File: config.mk
export PLATFORM = sky130hd
export DESIGN_NAME = mux16_scan_ctrl
export DESIGN_NICKNAME = d
export VERILOG_FILES = /design/src/rtl/mux16_scan_ctrl_pkg.sv /design/src/rtl/mux16_scan_ctrl.sv
export SDC_FILE = /design/constraint.sdc
export NUM_CORES = 1
export LEC_CHECK = 0
export CORE_UTILIZATION = 38
export CTS_BUF_LIST = sky130_fd_sc_hd__clkbuf_2
export CTS_CLUSTER_SIZE = 14
export DETAILED_ROUTE_END_ITERATION = 8
export PLACE_DENSITY_LB_ADDON = 0.2
export SYNTH_ARGS = -nofsm -noshare
export SYNTH_HDL_FRONTEND = slang
export SYNTH_SLANG_ARGS = --single-unit
File: constraint.sdc
create_clock -name clk -period 1.5 [get_ports clk]
set_clock_uncertainty 0.1 [all_clocks]
set_input_delay 0.3 -clock clk [delete_from_list [all_inputs] [get_ports clk]]
set_output_delay 0.3 -clock clk [all_outputs]
set_load 0.05 [all_outputs]
File: src/rtl/mux16_scan_ctrl_pkg.sv
// Shared types and constants for the 16-channel scan controller and its selector.
// Provides the FSM state encoding, default geometry and the scan start-index helper.
package mux16_scan_ctrl_pkg;

    localparam int NCH_DEF  = 16;
    localparam int SELW_DEF = 4;

    typedef enum logic {
        ST_IDLE = 1'b0,
        ST_SCAN = 1'b1
    } state_t;

    // First select index of a scan: top channel when scanning downward, else channel 0.
    function automatic int start_index(input int msb_first, input int nch);
        return (msb_first != 0) ? (nch - 1) : 0;
    endfunction

endpackage

File: src/rtl/mux16_scan_ctrl.sv
// Parallel-to-serial scan controller: latches a word, steps the selector select
// through every channel and forwards the selected bit as a valid/ready stream.
module mux16_scan_ctrl
    import mux16_scan_ctrl_pkg::*;
#(
    parameter int NCH       = NCH_DEF,
    parameter int SELW      = SELW_DEF,
    parameter int MSB_FIRST = 0
) (
    input  logic            clk,
    input  logic            rst,
    input  logic [NCH-1:0]  in_data,
    input  logic            in_valid,
    output logic            in_ready,
    output logic [NCH-1:0]  mux_in,
    output logic [SELW-1:0] mux_sel,
    input  logic            mux_out,
    output logic            ser_bit,
    output logic            ser_valid,
    input  logic            ser_ready,
    output logic            ser_last,
    output logic            done
);

    localparam logic [SELW-1:0] START_IDX = SELW'(start_index(MSB_FIRST, NCH));
    localparam logic [SELW-1:0] LAST_CNT  = SELW'(NCH - 1);
    localparam logic [SELW-1:0] SEL_STEP  = SELW'(1);

    state_t          state_reg, state_next;
    logic [NCH-1:0]  mux_in_reg, mux_in_next;
    logic [SELW-1:0] mux_sel_reg, mux_sel_next;
    logic [SELW-1:0] cnt_reg, cnt_next;
    logic            done_reg, done_next;

    always_ff @(posedge clk) begin
        if (rst) begin
            state_reg   <= ST_IDLE;
            mux_in_reg  <= '0;
            mux_sel_reg <= START_IDX;
            cnt_reg     <= '0;
            done_reg    <= 1'b0;
        end else begin
            state_reg   <= state_next;
            mux_in_reg  <= mux_in_next;
            mux_sel_reg <= mux_sel_next;
            cnt_reg     <= cnt_next;
            done_reg    <= done_next;
        end
    end

    always_comb begin
        state_next   = state_reg;
        mux_in_next  = mux_in_reg;
        mux_sel_next = mux_sel_reg;
        cnt_next     = cnt_reg;
        done_next    = 1'b0;
        in_ready     = 1'b0;
        ser_valid    = 1'b0;
        ser_last     = 1'b0;

        case (state_reg)
            ST_IDLE: begin
                in_ready = 1'b1;
                if (in_valid) begin
                    mux_in_next  = in_data;
                    mux_sel_next = START_IDX;
                    cnt_next     = '0;
                    state_next   = ST_SCAN;
                end
            end
            ST_SCAN: begin
                ser_valid = 1'b1;
                ser_last  = (cnt_reg == LAST_CNT);
                // Select and count only move on an accepted beat, so a stall freezes ser_bit.
                if (ser_ready) begin
                    cnt_next     = cnt_reg + SEL_STEP;
                    mux_sel_next = (MSB_FIRST != 0) ? (mux_sel_reg - SEL_STEP)
                                                    : (mux_sel_reg + SEL_STEP);
                    if (ser_last) begin
                        state_next   = ST_IDLE;
                        mux_sel_next = START_IDX;
                        done_next    = 1'b1;
                    end
                end
            end
            default: state_next = ST_IDLE;
        endcase
    end

    assign mux_in  = mux_in_reg;
    assign mux_sel = mux_sel_reg;
    assign ser_bit = mux_out;
    assign done    = done_reg;

endmodule

==> impl_metrics.json <==
{
  "max_slew_margin_pct": 76.9,
  "ys_ff_latch": 26,
  "finalCoreUtilization_pct": 75.6,
  "p_sw_share_pct": 30.2,
  "clkPwrFrac_pct": 18.2,
  "rows": 18,
  "design.die.area_um2": 2910,
  "overflow": 0,
  "cpMaxStageDelayCell": "dfxtp_2",
  "htree_levels": 1,
  "cts_root_buffer": "clkbuf_2",
  "cts_buffer_depth": 2,
  "ys_seq_area_share_pct": 50.7,
  "critPathMaxFanout": 2,
  "cp_data_arrival_time_ns": 1.34,
  "antennaDiodeCount": 0,
  "worstPathRequired_ns": 1.10,
  "cp-start-kind": "flop",
  "reg2reg_to": "mux_sel[3]$_SDFFE_PP0P_",
  "ys_warn_count": 0,
  "final_cell_area_um2": 1910,
  "dr_wl_met3_um": 120,
  "place.port_buffers": 43,
  "total_leakage_power_nw": 0.726,
  "drc": 0,
  "violations": "negative setup slack",
  "irDropWorstVdd_mv": 0.761,
  "grt_pass1_wl_um": 4310,
  "fillers": 158,
  "tns_ns": -0.408,
  "drt-met1-wl_um": 1120,
  "power_frac_comb_pct": 28.4,
  "crit_end": "ser_last",
  "grt_pass1_vias": 1007,
  "grt_use_total_pct": 20.6,
  "synth_top_area_share_pct": 50.7,
  "max_stage_delay_ns": 0.41,
  "area_growth_pct": 85.6,
  "drtIter0Drc": 11,
  "antenna_found_initial": 0,
  "dr.max_layer_used": "met3",
  "worst-slew-pin-transition_ns": 0.347,
  "crit_start": "cnt_reg[0]$_SDFFE_PP0P_",
  "powerDensity_nw_per_um2": 741,
  "totalPowerFinal_mw": 1.41,
  "path_clk_slew_ns": 0.24,
  "setup_viol": 3,
  "rsz0062_at_grt": "true",
  "drive_gt1_share_pct": 31.5,
  "slew_viol_final": 0,
  "core-area_um2": 2520,
  "die_y_um": 54.0,
  "ioPinCount": 46,
  "cts_hold_buf": 0,
  "r2r-start": "cnt_reg[0]$_SDFFE_PP0P_",
  "fmax_mhz": 575,
  "start_util_pct": 40.7,
  "wl_um": 2710,
  "postPlaceCellArea_um2": 1780,
  "maxCapViolCount": 0,
  "antenna_left": 0,
  "critPathKind": "flop to primary output",
  "synthCells": 125,
  "final_common_cell": "nand2_1",
  "crit_chain": "ha_4 > buf_6 > nand3_4 > nor2_4 > buf_12",
  "synth.area.top_cells": "dfxtp_1, nand2_1, a21oi_1, ha_1, buf_2",
  "dr.pass1.iters": 4,
  "syn_avg_cell_area_um2": 8.22,
  "numCtsBuffers": 3,
  "cts_tree": "built",
  "status": "complete, but fails checks",
  "ys_types": 28,
  "clk_latency_ns": 0.35,
  "switchingPower_mw": 0.427,
  "r2r_cells": 5,
  "min_path_type": "input pin to flop",
  "dpl.hpwl_um": 1880,
  "clock_sinks": 26,
  "syn_nets": 148,
  "hold_ws_ns": 0.356,
  "largest_register_ffs": 16,
  "synth_top_area_cell": "dfxtp_1",
  "syn_area_um2": 1030,
  "gp_congestion": 0.750,
  "fin_crit_sh_pct": 116,
  "seqPwrFrac_pct": 53.5,
  "grt_max_degree": 27,
  "final_cell_mix": "nand2_1, buf_12, dfxtp_1",
  "finalHoldViolations": 0,
  "setup_slack_ns": -0.238,
  "vias_per_cell": 5.03,
  "dieWidth_um": 54.0,
  "reg2reg_slack_ns": -0.17,
  "routed-wl-met2_um": 1470,
  "wl_per_cell_um": 13.0,
  "finalCriticalPeriod_ns": 1.74,
  "internal-power_mw": 0.986,
  "cp-end-kind": "primary output",
  "routed-via-count": 1046,
  "layout.nets": 202
}
-- critical path: cells and delay by family, from the launching register on --
family / cells / cell delay [ns]
flip-flops: 1 / 0.41
AND/OR/NAND/NOR: 2 / 0.19
buffers and inverters: 2 / 0.24
adder cells (fa/ha/maj): 1 / 0.14
-- timing repair --
action	CTS	global route
setup endpoints to repair	6	9
pin swaps	5	5
resized for setup	9	5
buffers inserted	5	4
-- power groups by stage --
stage,logic (mW),registers (mW),clock network (mW)
global placement,0.373,0.769,0
floorplan,0.0967,0.847,0
finish,0.401,0.755,0.256
detailed placement,0.380,0.771,0
CTS,0.393,0.755,0.265
global route,0.425,0.759,0.296
-- worst min path at each step --
stage / cells after the start / startpoint / endpoint
finish: 3 / in_data[8] / mux_in[8]$_SDFFE_PP0P_
global placement: 2 / mux_in[8]$_SDFFE_PP0P_ / mux_in[8]$_SDFFE_PP0P_
CTS: 3 / in_data[8] / mux_in[8]$_SDFFE_PP0P_
global route: 3 / in_data[2] / mux_in[2]$_SDFFE_PP0P_
detailed placement: 2 / mux_in[3]$_SDFFE_PP0P_ / mux_in[3]$_SDFFE_PP0P_
floorplan: 2 / in_data[15] / mux_in[15]$_SDFFE_PP0P_
-- metrics by stage --
stage                     setup slack, ns  std cells
final                              -0.238        208
after global routing               -0.334        208
after CTS                          -0.235        206
after detailed placement           -0.231        197
after global placement             -0.188        197
after floorplan                   -0.0897        125
-- cell families after synthesis --
kind of cell | count (synthesis) | synth area share, %
adders and majority gates | 2 | 2.44
DFF | 26 | 50.7
buffers and inverters | 11 | 5.36
and+or+nand+nor | 57 | 25.1
AOI/OAI and AO/OA | 27 | 14.5
muxes | 2 | 1.95
-- per-layer routing --
layer | vias up | global-route usage (%)
met5 | - | 0
met4 | 0 | 4.70
met3 | 0 | 6.78
met2 | 21 | 37.7
met1 | 495 | 22.7
li1 | 530 | -
-- Yosys cell counts (all sizes together) --
cell type,n
a32oi,1
a22oi,1
nand4,1
o21ai,1
clkbuf,4
dfxtp,26
inv,1
a21oi,20
and3,1
nand2b,1
or4,1
buf,6
nor2b,1
nand2,37
a211oi,1
and2,1
nor2,5
nand3,3
or3,2
o211ai,1
mux2i,2
nor3,2
nand4b,2
a31oi,2
ha,2
-- layout make-up --
cell class,count,area (µm²),share of cell area [%]
Timing Repair Buffer,59,815,42.7
Tap cell,30,37.5,1.97
Clock inverter,1,3.75,0.197
Clock buffer,3,15.0,0.787
Multi-Input combinational cell,88,500,26.2
Sequential cell,26,528,27.7
Inverter,1,7.51,0.394
No activity file was read; power rests on OpenSTA's default activity.
